## src/rtl/vga_scan_controller_pkg.sv

```systemverilog
// Shared types, default 640x480@60 timing and the axis phase decoder for the VGA scan controller.
package vga_pkg;

  typedef enum logic [1:0] {
    ACTIVE = 2'd0,
    FRONT  = 2'd1,
    SYNC   = 2'd2,
    BACK   = 2'd3
  } phase_t;

  typedef enum logic [1:0] {
    IDLE  = 2'd0,
    RUN   = 2'd1,
    DRAIN = 2'd2
  } state_t;

  localparam int DEF_H_ACTIVE        = 640;
  localparam int DEF_H_FP            = 16;
  localparam int DEF_H_SYNC          = 96;
  localparam int DEF_H_BP            = 48;
  localparam int DEF_V_ACTIVE        = 480;
  localparam int DEF_V_FP            = 10;
  localparam int DEF_V_SYNC          = 2;
  localparam int DEF_V_BP            = 33;
  localparam int DEF_CW              = 16;
  localparam bit DEF_SYNC_ACTIVE_LOW = 1'b1;

  function automatic phase_t phase_of(input int unsigned c, input int unsigned act,
                                      input int unsigned fp, input int unsigned sync);
    phase_t p;
    if (c < act) begin
      p = ACTIVE;
    end else if (c < act + fp) begin
      p = FRONT;
    end else if (c < act + fp + sync) begin
      p = SYNC;
    end else begin
      p = BACK;
    end
    return p;
  endfunction

endpackage

```

## src/rtl/vga_scan_controller_if.sv

```systemverilog
// Control and raster-timing bundle between the scan controller and the pixel pipeline.
interface vga_scan_controller_if #(parameter int CW = 16);
  import vga_pkg::*;

  logic          enable;
  logic [CW-1:0] pixel_x;
  logic [CW-1:0] pixel_y;
  logic          hsync;
  logic          vsync;
  logic          video_on;
  logic          line_start;
  logic          frame_start;
  phase_t        h_phase;
  phase_t        v_phase;
  logic          running;

  modport master (
    output enable,
    input  pixel_x, pixel_y, hsync, vsync, video_on, line_start, frame_start,
    input  h_phase, v_phase, running
  );

  modport slave (
    input  enable,
    output pixel_x, pixel_y, hsync, vsync, video_on, line_start, frame_start,
    output h_phase, v_phase, running
  );
endinterface

```

## src/rtl/vga_scan_controller_seq.sv

```systemverilog
// One raster axis: a wrapping counter plus its phase decode, exposing both current and next values
// so the parent can register decodes in step with the count.
module vga_axis_sequencer #(
  parameter int ACTIVE = 640,
  parameter int FP     = 16,
  parameter int SYNC   = 96,
  parameter int BP     = 48,
  parameter int CW     = 16
) (
  input  logic            clk_25MHz,
  input  logic            rst,
  input  logic            clear,
  input  logic            advance,
  output logic [CW-1:0]   count,
  output logic [CW-1:0]   next_count,
  output vga_pkg::phase_t phase,
  output vga_pkg::phase_t next_phase,
  output logic            at_last
);

  localparam int TOTAL = ACTIVE + FP + SYNC + BP;

  logic [CW-1:0]   count_q;
  logic [CW-1:0]   count_d;
  vga_pkg::phase_t phase_q;
  vga_pkg::phase_t phase_d;

  always_comb begin
    at_last = (count_q == CW'(TOTAL - 1));
    count_d = count_q;
    if (clear) begin
      count_d = {CW{1'b0}};
    end else if (advance) begin
      count_d = at_last ? {CW{1'b0}} : count_q + CW'(1);
    end else begin
      count_d = count_q;
    end
    phase_d = vga_pkg::phase_of(32'(count_d), ACTIVE, FP, SYNC);
  end

  always_ff @(posedge clk_25MHz or posedge rst) begin
    if (rst) begin
      count_q <= {CW{1'b0}};
      phase_q <= vga_pkg::ACTIVE;
    end else begin
      count_q <= count_d;
      phase_q <= phase_d;
    end
  end

  assign count      = count_q;
  assign next_count = count_d;
  assign phase      = phase_q;
  assign next_phase = phase_d;

endmodule

```

## src/rtl/vga_scan_controller.sv

```systemverilog
// VGA raster sequencer: start/stop FSM on frame boundaries, H/V axis counters, and registered
// sync/blank/pulse outputs decoded from next-count values so they line up with pixel_x/pixel_y.
module vga_scan_controller
  import vga_pkg::*;
#(
  parameter int H_ACTIVE        = DEF_H_ACTIVE,
  parameter int H_FP            = DEF_H_FP,
  parameter int H_SYNC          = DEF_H_SYNC,
  parameter int H_BP            = DEF_H_BP,
  parameter int V_ACTIVE        = DEF_V_ACTIVE,
  parameter int V_FP            = DEF_V_FP,
  parameter int V_SYNC          = DEF_V_SYNC,
  parameter int V_BP            = DEF_V_BP,
  parameter bit SYNC_ACTIVE_LOW = DEF_SYNC_ACTIVE_LOW,
  parameter int CW              = DEF_CW
) (
  input  logic                  clk_25MHz,
  input  logic                  rst,
  vga_scan_controller_if.slave  bus
);

  localparam logic SYNC_ON = SYNC_ACTIVE_LOW ? 1'b0 : 1'b1;

  state_t        state_q, state_d;
  logic          running_q, running_d;
  logic          hsync_q, hsync_d;
  logic          vsync_q, vsync_d;
  logic          video_on_q, video_on_d;
  logic          line_start_q, line_start_d;
  logic          frame_start_q, frame_start_d;

  logic [CW-1:0] h_count, h_next, v_count, v_next;
  phase_t        h_phase, h_next_phase, v_phase, v_next_phase;
  logic          h_last, v_last;
  logic          frame_last, seq_clear, v_advance;

  assign frame_last = h_last & v_last;
  assign seq_clear  = ~running_d;
  assign v_advance  = running_q & h_last;

  vga_axis_sequencer #(
    .ACTIVE(H_ACTIVE), .FP(H_FP), .SYNC(H_SYNC), .BP(H_BP), .CW(CW)
  ) u_h_axis (
    .clk_25MHz (clk_25MHz),
    .rst       (rst),
    .clear     (seq_clear),
    .advance   (running_q),
    .count     (h_count),
    .next_count(h_next),
    .phase     (h_phase),
    .next_phase(h_next_phase),
    .at_last   (h_last)
  );

  vga_axis_sequencer #(
    .ACTIVE(V_ACTIVE), .FP(V_FP), .SYNC(V_SYNC), .BP(V_BP), .CW(CW)
  ) u_v_axis (
    .clk_25MHz (clk_25MHz),
    .rst       (rst),
    .clear     (seq_clear),
    .advance   (v_advance),
    .count     (v_count),
    .next_count(v_next),
    .phase     (v_phase),
    .next_phase(v_next_phase),
    .at_last   (v_last)
  );

  // A stop request seen on the very last pixel ends the frame right there instead of draining another.
  always_comb begin
    state_d = state_q;
    case (state_q)
      IDLE: begin
        if (bus.enable) state_d = RUN;
        else            state_d = IDLE;
      end
      RUN: begin
        if (!bus.enable) state_d = frame_last ? IDLE : DRAIN;
        else             state_d = RUN;
      end
      DRAIN: begin
        if (bus.enable)      state_d = RUN;
        else if (frame_last) state_d = IDLE;
        else                 state_d = DRAIN;
      end
      default: state_d = IDLE;
    endcase
    running_d = (state_d != IDLE);
  end

  always_comb begin
    hsync_d       = (running_d && (h_next_phase == SYNC)) ? SYNC_ON : ~SYNC_ON;
    vsync_d       = (running_d && (v_next_phase == SYNC)) ? SYNC_ON : ~SYNC_ON;
    video_on_d    = running_d && (h_next_phase == ACTIVE) && (v_next_phase == ACTIVE);
    line_start_d  = running_d && (h_next == {CW{1'b0}});
    frame_start_d = line_start_d && (v_next == {CW{1'b0}});
  end

  always_ff @(posedge clk_25MHz or posedge rst) begin
    if (rst) begin
      state_q       <= IDLE;
      running_q     <= 1'b0;
      hsync_q       <= ~SYNC_ON;
      vsync_q       <= ~SYNC_ON;
      video_on_q    <= 1'b0;
      line_start_q  <= 1'b0;
      frame_start_q <= 1'b0;
    end else begin
      state_q       <= state_d;
      running_q     <= running_d;
      hsync_q       <= hsync_d;
      vsync_q       <= vsync_d;
      video_on_q    <= video_on_d;
      line_start_q  <= line_start_d;
      frame_start_q <= frame_start_d;
    end
  end

  assign bus.pixel_x     = h_count;
  assign bus.pixel_y     = v_count;
  assign bus.h_phase     = h_phase;
  assign bus.v_phase     = v_phase;
  assign bus.hsync       = hsync_q;
  assign bus.vsync       = vsync_q;
  assign bus.video_on    = video_on_q;
  assign bus.line_start  = line_start_q;
  assign bus.frame_start = frame_start_q;
  assign bus.running     = running_q;

endmodule

```

## src/flat_wrapper.sv

```systemverilog
// flat-port wrapper written by rule: the top's interface ports become plain ports
module vga_scan_controller_flat import vga_pkg::*;
#(
  parameter int H_ACTIVE        = DEF_H_ACTIVE,
  parameter int H_FP            = DEF_H_FP,
  parameter int H_SYNC          = DEF_H_SYNC,
  parameter int H_BP            = DEF_H_BP,
  parameter int V_ACTIVE        = DEF_V_ACTIVE,
  parameter int V_FP            = DEF_V_FP,
  parameter int V_SYNC          = DEF_V_SYNC,
  parameter int V_BP            = DEF_V_BP,
  parameter bit SYNC_ACTIVE_LOW = DEF_SYNC_ACTIVE_LOW,
  parameter int CW              = DEF_CW
)
  (clk_25MHz, rst, bus_enable, bus_pixel_x, bus_pixel_y, bus_hsync, bus_vsync, bus_video_on, bus_line_start, bus_frame_start, bus_h_phase, bus_v_phase, bus_running);
  vga_scan_controller_if #(.CW(CW)) bus_i ();
  input  logic clk_25MHz;
  input  logic rst;
  input wire logic [$bits(bus_i.enable)-1:0] bus_enable;
  output wire logic [$bits(bus_i.pixel_x)-1:0] bus_pixel_x;
  output wire logic [$bits(bus_i.pixel_y)-1:0] bus_pixel_y;
  output wire logic [$bits(bus_i.hsync)-1:0] bus_hsync;
  output wire logic [$bits(bus_i.vsync)-1:0] bus_vsync;
  output wire logic [$bits(bus_i.video_on)-1:0] bus_video_on;
  output wire logic [$bits(bus_i.line_start)-1:0] bus_line_start;
  output wire logic [$bits(bus_i.frame_start)-1:0] bus_frame_start;
  output wire logic [$bits(bus_i.h_phase)-1:0] bus_h_phase;
  output wire logic [$bits(bus_i.v_phase)-1:0] bus_v_phase;
  output wire logic [$bits(bus_i.running)-1:0] bus_running;
  assign bus_i.enable = bus_enable;
  assign bus_pixel_x = bus_i.pixel_x;
  assign bus_pixel_y = bus_i.pixel_y;
  assign bus_hsync = bus_i.hsync;
  assign bus_vsync = bus_i.vsync;
  assign bus_video_on = bus_i.video_on;
  assign bus_line_start = bus_i.line_start;
  assign bus_frame_start = bus_i.frame_start;
  assign bus_h_phase = bus_i.h_phase;
  assign bus_v_phase = bus_i.v_phase;
  assign bus_running = bus_i.running;
  vga_scan_controller #(.H_ACTIVE(H_ACTIVE), .H_FP(H_FP), .H_SYNC(H_SYNC), .H_BP(H_BP), .V_ACTIVE(V_ACTIVE), .V_FP(V_FP), .V_SYNC(V_SYNC), .V_BP(V_BP), .SYNC_ACTIVE_LOW(SYNC_ACTIVE_LOW), .CW(CW)) u_core (.clk_25MHz(clk_25MHz), .rst(rst), .bus(bus_i));
endmodule
```

## config.mk

```make
export PLATFORM = sky130hd
export DESIGN_NAME = vga_scan_controller_flat
export DESIGN_NICKNAME = d
export VERILOG_FILES = /design/src/rtl/vga_scan_controller_pkg.sv /design/src/rtl/vga_scan_controller_if.sv /design/src/rtl/vga_scan_controller_seq.sv /design/src/rtl/vga_scan_controller.sv /design/src/flat_wrapper.sv
export SDC_FILE = /design/constraint.sdc
export NUM_CORES = 1
export LEC_CHECK = 0
export ABC_AREA = 1
export ABC_CLOCK_PERIOD_IN_PS = 4500
export CORE_MARGIN = 2
export CORE_UTILIZATION = 60
export DETAILED_ROUTE_END_ITERATION = 16
export DONT_BUFFER_PORTS = 1
export PLACE_DENSITY = 0.86
export SKIP_CTS_REPAIR_TIMING = 1
export SYNTH_ARGS = -nofsm -noshare
export SYNTH_HDL_FRONTEND = slang
export SYNTH_HIERARCHICAL = 1
export SYNTH_SLANG_ARGS = --single-unit
```

## constraint.sdc

```tcl
create_clock -name clk_25MHz -period 4.5 [get_ports clk_25MHz]
set_clock_uncertainty 0.15 [all_clocks]
set_input_delay 0.225 -clock clk_25MHz [delete_from_list [all_inputs] [get_ports clk_25MHz]]
set_output_delay 0.225 -clock clk_25MHz [all_outputs]
set_load 0.02 [all_outputs]
```

## Word-level counts from Yosys, hierarchy flattened

Index checks and enable logic that the tools add are counted.

| word-level totals | value |
|---|---|
| bits of input ports | 3 |
| output and inout bits | 42 |
| register bits after elaboration | 44 |

| cells by class | value |
|---|---|
| muxes and demuxes | 18 |
| bitwise gates (word level) | 2 |
| reduce and logical (&&, ||, !) cells | 13 |
| $add $sub $neg | 2 |
| equality and inequality tests | 6 |
| magnitude comparators | 6 |

Operator list:

| kind | number |
|---|---|
| 2-to-1 mux 16 bit | 6 |
| < comparator 16 x 10 -> 1 bit, second input constant | 3 |
| < comparator 16 x 9 -> 1 bit, second input constant | 3 |
| adder 16 x 1 -> 16 bit, second input constant | 2 |
| equality test 16 x 10 -> 1 bit, second input constant | 2 |
| logical NOT 16 bit | 2 |
| 2-to-1 mux 2 bit | 6 |
| equality test 2 bit, second input constant | 3 |
| logical AND 1 bit | 6 |
| logical NOT 2 bit | 3 |
| 2-to-1 mux 1 bit | 5 |
| case mux 2 bit (2 select lines) | 1 |
| bitwise AND 1 bit | 2 |
| equality test 2 x 1 -> 1 bit, second input constant | 1 |
| nonzero test 2 bit | 1 |
| OR reduction 2 bit | 1 |

## Depth between registers and ports, before layout

Gate-level depths: netlist of run 1.

| logic depth | value |
|---|---|
| depth after elaboration | 14 |
| depth in mapped cells | 21 |

## Cells and area by module

The synthesis of run 1 kept the hierarchy.

Modules (own cells, without submodules):

| module | instances | area each (um^2) | cells an instance |
|---|---|---|---|
| vga_axis_sequencer at u_core.u_v_axis | 1 | 1263.7 | 178 |
| vga_axis_sequencer at u_core.u_h_axis | 1 | 1224.9 | 172 |
| vga_scan_controller | 1 | 485.5 | 65 |

## Worst setup path before layout of run 1

No wires, ideal clock.

| path | value |
|---|---|
| kind | reg2reg |
| start point | register u_core.u_h_axis.count_q[1], in the netlist u_core/u_h_axis/count[1] |
| end point | register u_core.video_on_q, in the netlist u_core/bus.video_on |
| library setup time | 0.080 ns |
| period minus slack after synthesis | 2.810 ns |
| cell stages (with the launch flop) | 20 |
| path slack | 1.690 ns |
| arrival time | 2.579 ns |
| data required time | 4.270 ns |
| cells stage by stage | dfrtp_1 -> ha_1 -> nand2_1 -> inv_1 -> nand2_2 -> nor4_1 -> nand2_1 -> inv_1 -> buf_4 -> nand3_1 -> nor2_1 -> nand2_1 -> xnor2_1 -> nand2_1 -> nand2_1 -> nor2_2 -> nand3_1 -> nor2_1 -> nand2_1 -> nor3_2 |

| on the way | value |
|---|---|
| elaborated cells on any way between the ends | 29 |
| classes of those cells | add/sub: 1; order compare: 6; eq/ne: 1; mux: 14; bitwise: 2; reduce/logical: 5 |

RTL lines:

| what | RTL line | source |
|---|---|---|
| start, declared | vga_scan_controller_seq.sv:23 | `logic [CW-1:0] count_q;` |
| start signal, assigned | vga_scan_controller_seq.sv:43 | `count_q <= {CW{1'b0}};` |
| start signal, assigned | vga_scan_controller_seq.sv:46 | `count_q <= count_d;` |
| equality test 16 x 10 -> 1 bit * | vga_scan_controller_seq.sv:29 | `at_last = (count_q == CW'(TOTAL - 1));` |
| net u_core.h_last | vga_scan_controller.sv:34 | `logic h_last, v_last;` |
| bitwise AND 1 bit * | vga_scan_controller.sv:39 | `assign v_advance = running_q & h_last;` |
| net u_core.v_advance | vga_scan_controller.sv:35 | `logic frame_last, seq_clear, v_advance;` |
| 2-to-1 mux 16 bit * | vga_scan_controller_seq.sv:33 | `end else if (advance) begin` |
| 2-to-1 mux 16 bit * | vga_scan_controller_seq.sv:31 | `if (clear) begin` |
| < comparator 16 x 9 -> 1 bit | vga_scan_controller_pkg.sv:35 | `end else if (c < act + fp + sync) begin` |
| 2-to-1 mux 1 bit | vga_scan_controller_pkg.sv:35 |  |
| 2-to-1 mux 2 bit | vga_scan_controller_pkg.sv:33 | `end else if (c < act + fp) begin` |
| 2-to-1 mux 2 bit * | vga_scan_controller_pkg.sv:31 | `if (c < act) begin` |
| net u_core.v_next_phase[0] | vga_scan_controller.sv:33 | `phase_t h_phase, h_next_phase, v_phase, v_next_phase;` |
| logical NOT 2 bit * | vga_scan_controller.sv:94 | `video_on_d = running_d && (h_next_phase == ACTIVE) && (v_next_phase == ACTIVE);` |
| logical AND 1 bit * | vga_scan_controller.sv:94 |  |
| net u_core.video_on_d | vga_scan_controller.sv:28 | `logic video_on_q, video_on_d;` |
| end signal, assigned | vga_scan_controller.sv:113 | `video_on_q <= video_on_d;` |
| end, declared | vga_scan_controller.sv:28 |  |

Mark *: on every way through the listed nets, which the timed path passes. The rest lies on a longest branch.

## Final worst setup path of run 1

Same ends and word-level chain as after synthesis.

==> results of run 1 <==
==> report_power, final <==
group	total, mW	internal (mW)	switching (mW)
clock	0.310	0.167	0.142
sequential	0.513	0.431	0.0812
combinational	0.358	0.101	0.257
total	1.18	0.700	0.480
==> final cells by class <==
cell class                      instances  area (sq um)  area share
Timing Repair Buffer                    1          10.0     0.00316
Tap cell                               67          83.8      0.0265
Sequential cell                        44          1100       0.349
Inverter                               78           300      0.0949
Multi-Input combinational cell        291          1550       0.490
Clock buffer                            5          68.8      0.0217
Clock inverter                          3          47.5      0.0150
==> placed cells by master (no fill, tap or decap) <==
master         netlist  final
nor3_2               3      3
xnor2_1              2      2
a21oi_1              1      1
nor3_1               8      8
nor2_2              19     19
nand3_4              3      3
dfrtp_1             42     42
xor2_1               4      4
nand3b_1             2      2
nand2_1             97     97
clkbuf_8             0      5
o21bai_2             1      1
inv_1               66     66
nor4_1               1      1
nand2_4              5      5
inv_4                3      3
nand2_2             10     10
dlygate4sd3_1        0      1
nand3_2              3      3
o21ai_1              2      2
o21ai_0              3      3
clkinv_4             0      2
bufinv_16            0      1
nand4_1             17     17
nand3_1             41     41
dfstp_2              2      2
clkinv_1             1      1
ha_1                 5      5
inv_2                8      8
nor2_4               9      9
nor2_1              55     55
==> stage by stage <==
stage	total power [mW]	util	worst slack, ps
5_1_grt	1.24	0.666	562
3_3_place_gp	0.851	0.639	993
2_1_floorplan	0.792	-	1690
6_report	1.18	0.666	830
4_1_cts	1.18	0.664	882
3_5_place_dp	0.866	0.639	929
==> critical path: stages, from the launching register on <==
cell and delay (ps):
dfrtp_1 540, ha_1 250, nand2_1 140, inv_1 110, nand2_2 70, nor4_1 490, nand2_1 100, inv_1 350
nand2_2 140, nor2_4 140, xor2_1 270, nand3_1 140, nor2_1 100, nand3_1 80, nand2_1 80, nand3_1 100
nor2_1 130, nand2_1 80, nor3_2 140
==> state kept, by name, summed over array words and instances, names as in the netlist, 2 cells and up <==
register and flops:
u_core/u_v_axis/count 16, u_core/u_h_axis/count 16, u_core/state_q 2, u_core/u_v_axis/phase 2
u_core/u_h_axis/phase 2
==> cells by family after synthesis <==
family                   after synthesis  synth area share
flip-flops                            44             0.371
buffers and inverters                 80             0.107
XOR/XNOR                               6            0.0177
adder cells (fa/ha/maj)                5            0.0210
AND/OR/NAND/NOR                      273             0.469
AO/OA/AOI/OAI                          7            0.0139
==> layer usage <==
layer / up-vias / track usage
met5: - / 0
met4: 0 / 0.125
met3: 26 / 0.0664
met2: 118 / 0.517
met1: 1282 / 0.316
li1: 1302 / -
==> how the worst min path moves through the flow <==
stage / startpoint / to / cells past startpoint
finish: bus_enable / u_core/state_q[1] / 3
global route: bus_enable / u_core/state_q[1] / 3
detailed placement: rst / u_core/bus.line_start / 1
global placement: rst / u_core/bus.line_start / 1
floorplan: rst / u_core/bus.frame_start / 1
CTS: rst / u_core/bus.line_start / 1
==> run summary, run 1 <==
outcome - complete, no violations
Met3 Wirelength - 527 um
final WL - 7430 um
I/O Buffers - 0
Detail Route Antenna Nets - 0
Metal-1 WL - 2850 um
layout cells sized above 1 - 0.175
# rows - 25
clk buf depth - 2
Die ar. - 5540 sq um
Initial Util - 0.626
Top FF cell, synth - dfrtp_1
first-pass GRT wire length - 11900 um
Final Hold Fails - 0
CP Launch Point - u_core/u_h_axis/count[1]
Placed Instance Area - 3040 sq um
fin crit share - 0.816
clk_lat worst skew - 310 ps
slew at the pin closest to its max-slew limit - 744 ps
# diodes - 0
post-route cell area - 3170 sq um
Met2 Wirelength - 3810 um
worst setup path end - u_core/bus.video_on
final setup violating endpoints - 0
Reg clk slew, reported paths - 90 ps
TritonCTS clock tree - done
Avg Vias per Cell - 5.58
htree depth - 2
leak pwr - 1.72 nW
Core Region - 4750 sq um
RSZ-0062 raised after global routing - false
register area share after synthesis - 0.371
Max IR drop VDD - 0.222 mV
DPL Wire Length - 5800 um
Min Clock Period, post-route - 3670 ps
Initial DRT Pass Iterations - 5
Post-synth top cells - nand2_1, inv_1, nor2_1
Pwr per Cell Area - 373 nW/um^2
Mapped Cells - 415
# IOs - 45
critical path class - flip-flop to flip-flop
Die Y-Extent - 74.4 um
FMAX - 272 MHz
RR Endpoint - u_core/bus.video_on
placed insts - 480
pin count of the biggest net entering global routing - 19
Post-synth EDFFs - 0
Sum Neg Setup Slack - 0 ps
Synth area leader - dfrtp_1
Net count, final - 429
r2r setup slk - 830 ps
Startpoint Class - flip-flop
routed length per instance - 15.2 um
Post-Synthesis Cell Area - 2970 sq um
Hold Path Class - input pin to flip-flop
# fillers - 437
vias in the first global route - 2672
Syn Area/Cell - 7.17 sq um
Worst Path Required - 4580 ps
slew margin rel. - 0.503
Iter 0 DRT Violations - 229
CTS Buf Count - 5
CTS root buf - clkbuf_8
CP max FO - 9
async set or reset register ratio after synthesis - 1.00
GRT Total Usage - 0.285
Yosys reg bits - 44
routed via count - 2728
worst r2r path cells - 18
Net Count, Synth - 423
DR DRC count - 0
GPL Wtd Cong - 0.930
Synth cell types - 29
antenna violations before repair - 0
YS warnings - 6
Post-Layout Cell Count - 489
Reg-to-Reg Start - u_core/u_h_axis/count[1]
Max Used Layer - met4
count leader, synth - nand2_1
WHS - 0.283 ps
max-cap viol count - 0
Slew Viols, Final - 0
Die Span X - 74.4 um
Overflow after GRT - 0
CP arrival - 3750 ps
Area Growth Syn to Fin - 6.44%
CP Capture Type - flip-flop
clk sinks - 44
synth top area cells - dfrtp_1, nand2_1, inv_1
top cell type's share of synthesized area - 0.353
(Power assumes the default switching activity.)
==> run 2, diff against run 1 <==
--- a/config.mk
+++ b/config.mk
@@ -6,9 +6,9 @@
 export NUM_CORES = 1
 export LEC_CHECK = 0
 export ABC_AREA = 1
-export ABC_CLOCK_PERIOD_IN_PS = 4500
+export ABC_CLOCK_PERIOD_IN_PS = 3100
 export CORE_MARGIN = 2
-export CORE_UTILIZATION = 60
+export CORE_UTILIZATION = 58
 export DETAILED_ROUTE_END_ITERATION = 16
 export DONT_BUFFER_PORTS = 1
 export PLACE_DENSITY = 0.86
==> constraint.sdc (replaced) <==
create_clock -name clk_25MHz -period 3.1 [get_ports clk_25MHz]
set_clock_uncertainty 0.15 [all_clocks]
set_input_delay 0.155 -clock clk_25MHz [delete_from_list [all_inputs] [get_ports clk_25MHz]]
set_output_delay 0.155 -clock clk_25MHz [all_outputs]
set_load 0.02 [all_outputs]
==> run 2 against run 1 <==
Effect of this change: first-iteration DRC count decreased by 38%; register-to-register slack lost 810 ps; sequential share of layout area shrank 3.8 points; setup slack got worse by 810 ps; fmax is 19% higher.
==> run summary, run 2 (same netlist as run 1, synthesis figures left out) <==
Post-Layout Cell Count - 529
Multi-input gate area - 1640 sq um
Final Hold Fails - 0
leak pwr - 1.91 nW
Detail Route Antenna Nets - 0
final WL - 8010 um
Net count, final - 466
Reg clk slew, reported paths - 90 ps
# IOs - 45
Sum Neg Setup Slack - 0 ps
final setup violating endpoints - 0
Startpoint Class - flip-flop
most frequent cells in the layout - nand2_1, inv_1, nor2_1
layout cells sized above 1 - 0.275
fin crit share - 0.993
I/O Buffers - 0
Avg Vias per Cell - 5.51
GPL Wtd Cong - 1.01
total power draw - 1.93 mW
critical path class - flip-flop to flip-flop
CP max FO - 8
clk buf depth - 2
pre-CTS setup slack - -22.9 ps
CTS Buf Count - 5
# fillers - 400
Final WS setup - 21.4 ps
# rows - 26
CP max stage cell - dfrtp_1
Die ar. - 5720 sq um
Die Y-Extent - 75.6 um
Initial DRT Pass Iterations - 4
max-cap viol count - 0
commonest non-fill, non-tap cell in the layout - nand2_1
slew at the pin closest to its max-slew limit - 724 ps
Pwr per Cell Area - 543 nW/um^2
FMAX - 325 MHz
register area - 1100 sq um
Critical path buffers and inverters - 5
Min Clock Period, post-route - 3080 ps
CP Cell Sequence - inv_2, ha_4, nand2_1, nor3_2, nand4_1, nor3_2, nand2_1, nand3_2, nand2_4, inv_4, buf_6, clkinvlp_4, nand2_4, inv_4, nand3_2, nand2_1, nor2_2, nand3_2, nor2_2, nand2_1, nor3_2
Max IR drop VDD - 0.325 mV
CP arrival - 3160 ps
first-pass GRT wire length - 12100 um
outcome - complete, no violations
Die Span X - 75.6 um
Iter 0 DRT Violations - 142
Hold Path Class - input pin to asynchronous set/reset pin
Worst Path Required - 3180 ps
clk sinks - 44
antenna violations before repair - 0
Core Region - 5040 sq um
# diodes - 0
post-layout util - 0.704
clk_lat worst skew - 300 ps
post-route cell area - 3550 sq um
Slew Viols, Final - 0
htree depth - 2
pin count of the biggest net entering global routing - 19
DPL Wire Length - 5870 um
Area Growth Syn to Fin - 19.4%
CP peak stage delay - 400 ps
placed insts - 511
most used cell, CP - nand2_1
Placed Instance Area - 3250 sq um
Initial Util - 0.590
GRT Total Usage - 0.284
Top Family by Delay on Critical Path - simple AND/OR/NAND/NOR gates
TritonCTS clock tree - done
slew margin rel. - 0.517
vias in the first global route - 2721
CTS root buf - clkbuf_8
Overflow after GRT - 0
routed via count - 2917
WHS - 134 ps
DR DRC count - 0
routed length per instance - 15.1 um
CP Capture Type - flip-flop
-- run 2: cell count changes in the layout (fill, tap and decap cells not counted), moves of 2 or more --
cell,previous run,this run
buf_6,0,2
nor3_2,3,5
nand3_2,3,8
inv_1,66,63
clkinvlp_4,0,3
buf_4,0,34
clkinv_4,2,0
nand3_1,41,35
nor3_1,8,6
-- run 2: where the power goes --
group | internal [mW] | leakage, nW | switching (mW)
clock network | 0.243 | 0.0548 | 0.206
logic | 0.285 | 1.26 | 0.518
registers | 0.627 | 0.597 | 0.0491
-- run 2: area by class of cell --
class                           instances  area share
Inverter                               78      0.0874
Tap cell                               70      0.0247
Sequential cell                        44       0.311
Multi-Input combinational cell        291       0.461
Clock inverter                          3      0.0130
Clock buffer                            5      0.0194
Timing Repair Buffer                   38      0.0839
-- run 2: path summary, 6_finish.rpt --
kind,from,to,slack [ps],cells after the start
setup reg to reg,u_core/u_v_axis/count[0],u_core/bus.video_on,20,21
hold reg to reg,u_core/u_h_axis/count[15],u_core/u_h_axis/count[15],530,4
min in group clk_25MHz,u_core/u_h_axis/count[15],u_core/u_h_axis/count[15],530,4
setup / recovery,u_core/u_v_axis/count[0],u_core/bus.video_on,20,21
max in group asynchronous,rst,u_core/u_v_axis/count[0],2040,2
hold / removal,rst,u_core/bus.video_on,130,2
-- run 2: routing by layer --
layer  wire (um)  GRT usage  vias up
met5           0          0        -
met4         393      0.131        0
met3         603     0.0608       37
met2        4070      0.501      146
met1        2950      0.328     1359
li1            -          -     1375
==> run 3, diff against run 2 <==
--- a/config.mk
+++ b/config.mk
@@ -7,6 +7,7 @@
 export LEC_CHECK = 0
 export ABC_AREA = 1
 export ABC_CLOCK_PERIOD_IN_PS = 3100
+export CAP_MARGIN = 25
 export CORE_MARGIN = 2
 export CORE_UTILIZATION = 58
 export DETAILED_ROUTE_END_ITERATION = 16
==> constraint.sdc (replaced) <==
create_clock -name clk_25MHz -period 3.1 [get_ports clk_25MHz]
set_clock_uncertainty 0.15 [all_clocks]
set_input_delay 0.155 -clock clk_25MHz [delete_from_list [all_inputs] [get_ports clk_25MHz]]
set_output_delay 0.155 -clock clk_25MHz [all_outputs]
set_load 0.05 [all_outputs]
==> run 3 against run 2 <==
Effect of this change: clock power up 3%; global-route usage up 0.32 points; critical endpoint is now u_core/u_h_axis/phase[1]; via count up 0.93%; register-to-register slack better by 40 ps; combinational power up 11%; sequential cell count unchanged; final area up 3.7%.
==> run summary, run 3 (same netlist as run 1, synthesis figures left out) <==
pin count of the biggest net entering global routing - 19
Worst Path Required - 3150 ps
TritonCTS clock tree - done
Iter 0 DRT Violations - 148
I/O Buffers - 0
post-layout util - 0.731
Multi-input gate area - 1650 sq um
Initial DRT Pass Iterations - 4
worst r2r path cells - 20
FMAX - 329 MHz
r2r setup slk - 60 ps
slew margin rel. - 0.515
# IOs - 45
layout cells sized above 1 - 0.296
Slew Viols, Final - 0
fin crit share - 0.979
Met3 Wirelength - 475 um
CP arrival - 3090 ps
vias in the first global route - 2882
Die Y-Extent - 75.6 um
Min Clock Period, post-route - 3040 ps
outcome - complete, no violations
most frequent cells in the layout - nand2_1, inv_1, nor2_1
Metal-1 WL - 3160 um
most used cell, CP - nand2_1
commonest non-fill, non-tap cell in the layout - nand2_1
first-pass GRT wire length - 12300 um
clk sinks - 44
htree depth - 2
CP Capture Type - flip-flop
CTS Buf Count - 5
antenna violations before repair - 0
Final Hold Fails - 0
Die Span X - 75.6 um
slew at the pin closest to its max-slew limit - 726 ps
critical path class - flip-flop to flip-flop
RR Endpoint - u_core/u_h_axis/phase[1]
Startpoint Class - flip-flop
final setup violating endpoints - 0
GRT Total Usage - 0.287
Reg-to-Reg Start - u_core/u_v_axis/count[0]
Avg Vias per Cell - 5.42
# rows - 26
Final WS setup - 64.2 ps
pre-CTS setup slack - 7.67 ps
CP max FO - 8
Core Region - 5040 sq um
Max Used Layer - met4
leak pwr - 2.00 nW
CTS root buf - clkbuf_8
Die ar. - 5720 sq um
CP Cell Sequence - inv_2, ha_4, nand2_1, nor3_2, nand4_1, nor3_2, nand2_1, nand3_2, nand2_4, inv_4, buf_6, clkinvlp_4, nand2_4, inv_6, nand3_4, nand2_1, nor2_2, nand3_2, buf_4, buf_4
Overflow after GRT - 0
Initial Util - 0.590
CP peak stage delay - 410 ps
Pwr per Cell Area - 560 nW/um^2
Met2 Wirelength - 4180 um
Detail Route Antenna Nets - 0
Max IR drop VDD - 0.334 mV
Reg clk slew, reported paths - 90 ps
max-cap viol count - 0
final WL - 8050 um
# diodes - 0
routed length per instance - 14.8 um
# fillers - 392
Net count, final - 480
CP max stage cell - dfrtp_1
Area Growth Syn to Fin - 23.9%
Hold Path Class - input pin to asynchronous set/reset pin
routed via count - 2944
DPL Wire Length - 6020 um
DR DRC count - 0
clk_lat worst skew - 300 ps
GPL Wtd Cong - 1.06
register area - 1100 sq um
clk buf depth - 2
## run 3: cell types whose count changed in the layout (fill, tap and decap cells not counted)
cell      change
xor2_1        +1
nand3_4       +2
xor2_2        -1
inv_2         -1
nand2_1       -2
inv_4         -1
buf_4        +14
nand3_2       -2
clkinv_4      +1
clkbuf_8      +1
nor2_2        -2
nor2_4        +1
nor2_1        +1
nand2_2       +2
## run 3: power breakdown
| group | switching, mW | internal [mW] | leakage (nW) |
|---|---|---|---|
| clock | 0.198 | 0.264 | 0.0614 |
| combinational | 0.570 | 0.319 | 1.34 |
| sequential | 0.0845 | 0.626 | 0.597 |
## run 3: routing by layer
metal	track usage	vias up
met2	0.506	116
li1	-	1398
met3	0.0582	20
met4	0.140	0
met1	0.331	1410
met5	0	-
## run 3: stage by stage
stage	setup TNS [ps]	power [mW]	cell area, sq um	hold WS, ps	instances
floorplan	0	1.24	2970	-181	415
global placement	0	1.40	3330	-142	521
detailed placement	0	1.42	3330	-134	521
CTS	-36.0	1.88	3450	-461	529
global route	-229	2.16	3680	179	543
finish	0	2.06	3680	152	543
## run 3: critical path: cells and delay by family (launching register included)
family / cells / cell delay [ps]
DFF: 1 / 410
and+or+nand+nor: 12 / 1420
buffers and inverters: 7 / 840
adders and majority gates: 1 / 130
## run 3: worst max-delay path by stage
| stage | startpoint | endpoint | depth (start not counted) |
|---|---|---|---|
| after floorplan | u_core/u_h_axis/count[1] | u_core/bus.video_on | 19 |
| after global placement | u_core/u_v_axis/count[0] | u_core/bus.video_on | 21 |
| after detailed placement | u_core/u_v_axis/count[0] | u_core/bus.video_on | 21 |
| after CTS | u_core/u_v_axis/count[0] | u_core/bus.video_on | 21 |
| after global routing | u_core/u_v_axis/count[0] | u_core/bus.video_on | 21 |
| final | u_core/u_v_axis/count[0] | u_core/u_h_axis/phase[1] | 20 |
## run 3: final cells by class
type / instances / area share
Sequential cell: 44 / 0.300
Inverter: 78 / 0.0859
Timing Repair Buffer: 52 / 0.109
Clock inverter: 2 / 0.0105
Tap cell: 70 / 0.0238
Multi-Input combinational cell: 291 / 0.448
Clock buffer: 6 / 0.0224
